$ cat src/rtl/ssrnet_axi_pkg.sv
// ----------------------------------------------------------------------------
// ssrnet_axi_pkg
// Shared AXI4 encodings and the read-engine FSM state type used by
// axifull_rd_to_axis and its helpers.
//  - AXI_BURST_INCR / AXI_SIZE_8B / AXI_RESP_OKAY / AXI_CACHE_DEF : AXI field values
//  - rd_state_e : read-engine FSM states (Idle -> Ar -> Rd -> (Ar | Drain) -> Idle)
// ----------------------------------------------------------------------------
package ssrnet_axi_pkg;

   localparam logic [1:0] AXI_BURST_INCR = 2'b01;
   localparam logic [2:0] AXI_SIZE_8B    = 3'b011;
   localparam logic [1:0] AXI_RESP_OKAY  = 2'b00;
   localparam logic [3:0] AXI_CACHE_DEF  = 4'b0011;

   typedef enum logic [1:0] {
      StIdle  = 2'd0,
      StAr    = 2'd1,
      StRd    = 2'd2,
      StDrain = 2'd3
   } rd_state_e;

endpackage

$ cat src/rtl/axis_skid_buf.sv
// ----------------------------------------------------------------------------
// axis_skid_buf
// Two-entry skid buffer carrying data + last + dest. The output side is fully
// registered; in_ready_o depends only on the stored occupancy, so there is no
// combinational path from out_ready_i back to the input side.
// Ports:
//  clk_i, rst_i         clock, asynchronous active-high reset
//  in_valid_i/ready_o   upstream handshake, in_data_i/in_last_i/in_dest_i payload
//  out_valid_o/ready_i  downstream handshake, out_data_o/out_last_o/out_dest_o payload
//  empty_o              no entry stored
// ----------------------------------------------------------------------------
module axis_skid_buf #(
   parameter int unsigned DataW = 64,
   parameter int unsigned DestW = 3
) (
   input  logic             clk_i,
   input  logic             rst_i,
   input  logic             in_valid_i,
   output logic             in_ready_o,
   input  logic [DataW-1:0] in_data_i,
   input  logic             in_last_i,
   input  logic [DestW-1:0] in_dest_i,
   output logic             out_valid_o,
   input  logic             out_ready_i,
   output logic [DataW-1:0] out_data_o,
   output logic             out_last_o,
   output logic [DestW-1:0] out_dest_o,
   output logic             empty_o
);

   logic [1:0]       cnt_q, cnt_d;
   logic [DataW-1:0] head_data_q, spare_data_q;
   logic             head_last_q, spare_last_q;
   logic [DestW-1:0] head_dest_q, spare_dest_q;
   logic             push, pop;
   logic             head_from_in, head_from_spare, spare_load;

   assign in_ready_o  = (cnt_q != 2'd2);
   assign out_valid_o = (cnt_q != 2'd0);
   assign empty_o     = (cnt_q == 2'd0);
   assign push        = in_valid_i & in_ready_o;
   assign pop         = out_valid_o & out_ready_i;

   // Head takes the new beat when it is (or is about to become) the oldest entry.
   assign head_from_in    = push & ((cnt_q == 2'd0) | ((cnt_q == 2'd1) & pop));
   assign head_from_spare = pop & (cnt_q == 2'd2);
   assign spare_load      = push & ~pop & (cnt_q == 2'd1);

   always_comb begin
      cnt_d = cnt_q;
      case ({push, pop})
         2'b10:   cnt_d = cnt_q + 2'd1;
         2'b01:   cnt_d = cnt_q - 2'd1;
         default: cnt_d = cnt_q;
      endcase
   end

   always_ff @(posedge clk_i or posedge rst_i) begin
      if (rst_i) begin
         cnt_q        <= 2'd0;
         head_data_q  <= '0;
         head_last_q  <= 1'b0;
         head_dest_q  <= '0;
         spare_data_q <= '0;
         spare_last_q <= 1'b0;
         spare_dest_q <= '0;
      end else begin
         cnt_q <= cnt_d;
         if (head_from_in) begin
            head_data_q <= in_data_i;
            head_last_q <= in_last_i;
            head_dest_q <= in_dest_i;
         end else if (head_from_spare) begin
            head_data_q <= spare_data_q;
            head_last_q <= spare_last_q;
            head_dest_q <= spare_dest_q;
         end
         if (spare_load) begin
            spare_data_q <= in_data_i;
            spare_last_q <= in_last_i;
            spare_dest_q <= in_dest_i;
         end
      end
   end

   assign out_data_o = head_data_q;
   assign out_last_o = head_last_q;
   assign out_dest_o = head_dest_q;

endmodule

$ cat src/rtl/axifull_rd_to_axis.sv
// ----------------------------------------------------------------------------
// axifull_rd_to_axis
// Fetches a packet from memory as a sequence of fixed-length AXI4 INCR bursts
// (one outstanding at a time) and replays it on a 64-bit AXI-Stream.
// Ports:
//  M_AXI_ACLK / M_AXI_ARESET        clock, asynchronous active-high reset
//  req_valid/req_ready, req_addr, req_nburst, req_dest   packet request
//  done                             one-cycle pulse after the last stream beat
//  rd_err                           sticky read error flag
//  M_AXI_AR* / M_AXI_R*             AXI4 read address and data channels
//  m_axis_*                         AXI-Stream master output
// Build option: define RD_RLAST_CHECK_EN to flag RLAST that disagrees with the
// beat counter; otherwise RLAST is ignored.
// ----------------------------------------------------------------------------
module axifull_rd_to_axis
   import ssrnet_axi_pkg::*;
#(
   parameter int unsigned C_M_AXI_BURST_LEN  = 16,
   parameter int unsigned C_M_AXI_ID_WIDTH   = 1,
   parameter int unsigned C_M_AXI_ADDR_WIDTH = 32,
   parameter int unsigned C_M_AXI_DATA_WIDTH = 64
) (
   input  logic                          M_AXI_ACLK,
   input  logic                          M_AXI_ARESET,
   input  logic                          req_valid,
   output logic                          req_ready,
   input  logic [C_M_AXI_ADDR_WIDTH-1:0] req_addr,
   input  logic [7:0]                    req_nburst,
   input  logic [2:0]                    req_dest,
   output logic                          done,
   output logic                          rd_err,
   output logic [C_M_AXI_ID_WIDTH-1:0]   M_AXI_ARID,
   output logic [C_M_AXI_ADDR_WIDTH-1:0] M_AXI_ARADDR,
   output logic [7:0]                    M_AXI_ARLEN,
   output logic [2:0]                    M_AXI_ARSIZE,
   output logic [1:0]                    M_AXI_ARBURST,
   output logic                          M_AXI_ARLOCK,
   output logic [3:0]                    M_AXI_ARCACHE,
   output logic [2:0]                    M_AXI_ARPROT,
   output logic [3:0]                    M_AXI_ARQOS,
   output logic                          M_AXI_ARVALID,
   input  logic                          M_AXI_ARREADY,
   input  logic [C_M_AXI_ID_WIDTH-1:0]   M_AXI_RID,
   input  logic [C_M_AXI_DATA_WIDTH-1:0] M_AXI_RDATA,
   input  logic [1:0]                    M_AXI_RRESP,
   input  logic                          M_AXI_RLAST,
   input  logic                          M_AXI_RVALID,
   output logic                          M_AXI_RREADY,
   output logic                          m_axis_tvalid,
   input  logic                          m_axis_tready,
   output logic [C_M_AXI_DATA_WIDTH-1:0] m_axis_tdata,
   output logic [7:0]                    m_axis_tkeep,
   output logic                          m_axis_tlast,
   output logic [2:0]                    m_axis_tdest
);

   localparam int unsigned AW      = C_M_AXI_ADDR_WIDTH;
   localparam int unsigned BeatW   = (C_M_AXI_BURST_LEN > 1) ? $clog2(C_M_AXI_BURST_LEN) : 1;
   localparam int unsigned AddrLsb = $clog2(C_M_AXI_BURST_LEN * 8);
   // Start address is forced to a burst boundary, which also keeps bursts inside 4KB.
   localparam logic [AW-1:0]    AddrMask   = {{(AW - AddrLsb){1'b1}}, {AddrLsb{1'b0}}};
   localparam logic [AW-1:0]    BurstBytes = AW'(C_M_AXI_BURST_LEN * 8);
   localparam logic [7:0]       ArLen      = 8'(C_M_AXI_BURST_LEN - 1);
   localparam logic [BeatW-1:0] LastBeat   = BeatW'(C_M_AXI_BURST_LEN - 1);

   rd_state_e        state_q;
   logic [AW-1:0]    cur_addr_q;
   logic [7:0]       burst_cnt_q;
   logic [BeatW-1:0] beat_cnt_q;
   logic [2:0]       dest_q;
   logic             arvalid_q, done_q, req_ready_q, rd_err_q;

   logic r_hs, last_beat, rlast_bad;
   logic skid_in_valid, skid_in_ready, skid_last, skid_empty;
   logic unused_in;

   assign unused_in = ^{M_AXI_RID, M_AXI_RLAST};

   assign last_beat     = (beat_cnt_q == LastBeat);
   assign skid_in_valid = M_AXI_RVALID & (state_q == StRd);
   assign M_AXI_RREADY  = (state_q == StRd) & skid_in_ready;
   assign r_hs          = M_AXI_RVALID & M_AXI_RREADY;
   assign skid_last     = (burst_cnt_q == 8'd1) & last_beat;

`ifdef RD_RLAST_CHECK_EN
   // Beat counter remains authoritative; RLAST only contributes to the error flag.
   assign rlast_bad = r_hs & (M_AXI_RLAST != last_beat);
`else
   assign rlast_bad = 1'b0;
`endif

   always_ff @(posedge M_AXI_ACLK or posedge M_AXI_ARESET) begin
      if (M_AXI_ARESET) begin
         state_q     <= StIdle;
         cur_addr_q  <= '0;
         burst_cnt_q <= 8'd0;
         beat_cnt_q  <= '0;
         dest_q      <= 3'd0;
         arvalid_q   <= 1'b0;
         done_q      <= 1'b0;
         req_ready_q <= 1'b0;
         rd_err_q    <= 1'b0;
      end else begin
         done_q <= 1'b0;
         if (r_hs && ((M_AXI_RRESP != AXI_RESP_OKAY) || rlast_bad)) begin
            rd_err_q <= 1'b1;
         end
         unique case (state_q)
            StIdle: begin
               req_ready_q <= 1'b1;
               if (req_ready_q && req_valid) begin
                  cur_addr_q  <= req_addr & AddrMask;
                  burst_cnt_q <= req_nburst;
                  dest_q      <= req_dest;
                  if (req_nburst == 8'd0) begin
                     done_q <= 1'b1;
                  end else begin
                     req_ready_q <= 1'b0;
                     arvalid_q   <= 1'b1;
                     state_q     <= StAr;
                  end
               end
            end
            StAr: begin
               if (M_AXI_ARREADY) begin
                  arvalid_q  <= 1'b0;
                  beat_cnt_q <= '0;
                  state_q    <= StRd;
               end
            end
            StRd: begin
               if (r_hs) begin
                  beat_cnt_q <= beat_cnt_q + BeatW'(1);
                  if (last_beat) begin
                     beat_cnt_q  <= '0;
                     cur_addr_q  <= cur_addr_q + BurstBytes;
                     burst_cnt_q <= burst_cnt_q - 8'd1;
                     if (burst_cnt_q > 8'd1) begin
                        arvalid_q <= 1'b1;
                        state_q   <= StAr;
                     end else begin
                        state_q <= StDrain;
                     end
                  end
               end
            end
            StDrain: begin
               // Final R beat is already in the skid; wait for it to leave the stream.
               if (skid_empty) begin
                  done_q      <= 1'b1;
                  req_ready_q <= 1'b1;
                  state_q     <= StIdle;
               end
            end
            default: state_q <= StIdle;
         endcase
      end
   end

   axis_skid_buf #(
      .DataW (C_M_AXI_DATA_WIDTH),
      .DestW (3)
   ) u_skid (
      .clk_i       (M_AXI_ACLK),
      .rst_i       (M_AXI_ARESET),
      .in_valid_i  (skid_in_valid),
      .in_ready_o  (skid_in_ready),
      .in_data_i   (M_AXI_RDATA),
      .in_last_i   (skid_last),
      .in_dest_i   (dest_q),
      .out_valid_o (m_axis_tvalid),
      .out_ready_i (m_axis_tready),
      .out_data_o  (m_axis_tdata),
      .out_last_o  (m_axis_tlast),
      .out_dest_o  (m_axis_tdest),
      .empty_o     (skid_empty)
   );

   assign req_ready     = req_ready_q;
   assign done          = done_q;
   assign rd_err        = rd_err_q;
   assign M_AXI_ARID    = '0;
   assign M_AXI_ARADDR  = cur_addr_q;
   assign M_AXI_ARLEN   = ArLen;
   assign M_AXI_ARSIZE  = AXI_SIZE_8B;
   assign M_AXI_ARBURST = AXI_BURST_INCR;
   assign M_AXI_ARLOCK  = 1'b0;
   assign M_AXI_ARCACHE = AXI_CACHE_DEF;
   assign M_AXI_ARPROT  = 3'b000;
   assign M_AXI_ARQOS   = 4'b0000;
   assign M_AXI_ARVALID = arvalid_q;
   assign m_axis_tkeep  = 8'hFF;

endmodule
$ cat config.mk
export PLATFORM = sky130hd
export DESIGN_NAME = axifull_rd_to_axis
export DESIGN_NICKNAME = d
export VERILOG_FILES = /design/src/rtl/ssrnet_axi_pkg.sv /design/src/rtl/axis_skid_buf.sv /design/src/rtl/axifull_rd_to_axis.sv
export SDC_FILE = /design/constraint.sdc
export NUM_CORES = 1
export LEC_CHECK = 0
export ABC_AREA = 1
export BUFFER_PORTS_ARGS = -buffer_cell sky130_fd_sc_hd__buf_2
export CAP_MARGIN = 5
export CORE_MARGIN = 2
export CORE_UTILIZATION = 30
export CTS_CLUSTER_DIAMETER = 50
export DETAILED_ROUTE_END_ITERATION = 7
export GPL_TIMING_DRIVEN = 1
export PLACE_DENSITY = 0.47
export RECOVER_POWER = 50
export REMOVE_ABC_BUFFERS = 1
export SETUP_SLACK_MARGIN = 0.02
export SLEW_MARGIN = 20
export SYNTH_ARGS = -nofsm -noshare
export SYNTH_HDL_FRONTEND = slang
export SYNTH_SLANG_ARGS = --single-unit
$ cat constraint.sdc
create_clock -name M_AXI_ACLK -period 7.5 [get_ports M_AXI_ACLK]
set_clock_uncertainty 0.15 [all_clocks]
set_input_delay 1.5 -clock M_AXI_ACLK [delete_from_list [all_inputs] [get_ports M_AXI_ACLK]]
set_output_delay 1.5 -clock M_AXI_ACLK [all_outputs]
set_load 0.02 [all_outputs]
==> results.yml <==
drt:
  wirelength_um: 25300
  routedWlPerCell_um: 14.7
  vias: 7920
  avgViaCountPerCell: 4.60
  dr.pass1.iters: 7
  drc: 0
  first_iter_violations: 459
  ant_nets: 0
power_and_ir_drop:
  power.leakage_nw: 5.48
  irDropWorstVdd_uv: 165
  power.density_nw_per_um2: 410
global_routing:
  grtUsageMet1_pct: 21.0
  antenna_found_initial: 3
  grt_max_degree: 132
  grt_pass1_wl_um: 41100
  grt_busiest_layer: "met2"
  use_met2_pct: 24.7
  grt_pass1_vias: 7659
  grtUsageTotal_pct: 15.6
  gr-total-overflow: 0
  met3_usage_pct: 4.09
cts:
  cts_tree: "built"
  htree_levels: 4
  cts.sinks: 184
  postCtsResizedCells: 0
  cts_buffer_depth: 2
  clk_pin_slew_ns: 0.07
  postCtsSetupBuffers: 0
  numCtsBuffers: 17
  postCtsHoldBufs: 0
  clk_latency_ns: 0.44
  root_buffer: "clkbuf_16"
worst_setup_path:
  cp-endpoint: "u_skid.out_last_o"
  reg2reg_from: "state_q[0]"
  critPathRequiredTime_ns: 7.84
  crit_chain: "clkbuf_1 > clkinvlp_4 > buf_4"
  reg2reg_to: "burst_cnt_q[5]"
  end_kind: "asynchronous set/reset pin"
  critPathArrivalTime_ns: 4.33
  path_max_fanout: 131
  r2r_cells: 11
  crit_start: "M_AXI_ARESET"
  r2r_setup_slack_ns: 3.75
  critPathSlowestCell: "clkinvlp_4"
  cpPeakStageDelay_ns: 1.82
  path_class: "in2async"
  start_kind: "input pin"
yosys:
  synth-xor-area-share_pct: 0.279
  yosys.area_share.simple_pct: 21.8
  synth_cell_type_count: 31
  postSynth.asyncResetShare_pct: 100
  netlist_area_um2: 9420
  synthTopCellsByArea: "dfrtp_1 (49%), nand2_1 (8.7%), nand3_1 (7.6%), inv_1 (5.4%), nor2_1 (4.3%)"
  synth-seq-cells: 184
  yosysWarnings: 0
  synth_compound_area_share_pct: 14.9
  avgSynthCellArea_um2: 8.24
  seq_area_frac_synth_pct: 48.9
  synthCells: 1144
  synth_edf_count: 0
  yosysTopAreaCell: "dfrtp_1"
  ys.flop_type: "dfrtp_1"
  synth_top_family_by_area: "simple AND/OR/NAND/NOR gates"
  synthMostInstantiatedCell: "nand2_1"
  synthMuxAreaShare_pct: 0
  synthAdderAreaFrac_pct: 1.86
  yosys.area.top_type_share_pct: 48.9
  yosys-top-cells-count: "nand2_1 (219), dfrtp_1 (184), nand3_1 (144), inv_1 (136), nor2_1 (107)"
status:
  violations: "capacitance limit, slew limit"
  status: "complete, but fails checks"
sta:
  timing.final.crit_period_ns: 4.00
  setup_violations: 0
  period_share_pct: 53.3
  worstMarginPinSlew_ns: 2.98
  fmax_mhz: 250
  slew_violations: 132
  hold_viol: 0
  whs_ns: 0.324
  slew_headroom_pct: -98.9
  rsz0062_at_grt: "false"
  tns_ns: 0
place:
  gp_congestion: 0.757
  post_dp_cell_area_um2: 10600
  dp_hpwl_um: 16300
  io_buffers: 206
floorplan:
  dieArea_um2: 32800
  fp-row-count: 64
  die_h_um: 181
  pin_count: 257
  die_x_um: 181
  start_util_pct: 30.6
  core-area_um2: 30700
layout:
  regArea_um2: 4600
  multi_input_area_um2: 3830
  final_nets: 1444
  area_growth_pct: 17.0
  fin_area_um2: 11000
  drive_gt1_share_pct: 14.9
  fill_cells: 3286
  fin_util_pct: 35.9
hold_path:
  hold_class: "reg2reg"
job:
  maxCapViolCount: 1
==> area by class of cell <==
| cell class | count | share of cell area, % |
|---|---|---|
| multi-input combinational | 757 | 34.8 |
| clock inverter | 12 | 1.04 |
| clock buffer | 20 | 4.23 |
| tap | 396 | 4.49 |
| timing repair buffer | 214 | 8.88 |
| inverter | 139 | 4.79 |
| sequential | 184 | 41.8 |
| antenna | 1 | 0.0227 |
==> stage by stage <==
step           total power, mW  setup WS (ns)  std cells
2_1_floorplan             3.04          0.850       1080
3_3_place_gp              3.69           3.49       1690
3_5_place_dp              3.72           3.52       1690
4_1_cts                   4.66           3.98       1722
5_1_grt                   4.91           2.83       1722
6_report                  4.52           3.50       1723
==> sequential cells by signal, indices dropped and copies added, names as in the netlist <==
name	flops
M_AXI_ARADDR	25
M_AXI_ARVALID	1
beat_cnt_q	4
burst_cnt_q	8
dest_q	3
done	1
rd_err	1
req_ready	1
state_q	2
u_skid.cnt_q	2
u_skid.out_data_o	64
u_skid.out_dest_o	3
u_skid.out_last_o	1
u_skid.spare_data_q	64
u_skid.spare_dest_q	3
u_skid.spare_last_q	1
==> where the power goes <==
part | switching [mW] | internal, mW | leakage, nW
combinational | 1.29 | 0.592 | 2.96
sequential | 0.280 | 1.45 | 2.23
clock | 0.422 | 0.489 | 0.291
==> logic make-up after synthesis <==
family / after synthesis
AOI/OAI and AO/OA: 212
xor gates and xnor gates: 3
buffers and inverters: 242
other: 2
and+or+nand+nor: 487
adders and majority gates: 14
DFF: 184
==> critical path: cells and delay by family <==
family / cells / cell delay, ns
buffers and inverters: 3 / 2.76
==> worst min-delay path by stage <==
stage / start / slack, ns / endpoint / depth (start not counted)
floorplan: u_skid.spare_dest_q[2] / 0.30 / u_skid.spare_dest_q[2] / 2
global placement: rd_err / 0.31 / rd_err / 1
detailed placement: rd_err / 0.31 / rd_err / 1
CTS: rd_err / 0.33 / rd_err / 1
global route: rd_err / 0.35 / rd_err / 1
finish: rd_err / 0.32 / rd_err / 1
==> routing by layer <==
metal / routed length [um] / share of wire [%]
met1: 12100 / 48
met3: 1440 / 5.7
met2: 11500 / 46
met4: 250 / 0.99
met5: 27 / 0.11
==> placed cells by master, fill, tap and decap left out, types with 5 or more instances in the layout <==
cell type,instances
clkbuf_16,17
a21oi_1,59
nor2_1,106
dfrtp_1,184
clkbuf_1,90
nand2_1,218
conb_1,41
nor3_1,5
o211ai_1,38
ha_1,14
buf_2,116
o21ai_0,77
buf_4,8
inv_1,136
clkinv_4,5
nand3_1,144
o211ai_2,30
nand4_1,5
Power figures use the tool's default switching activity.
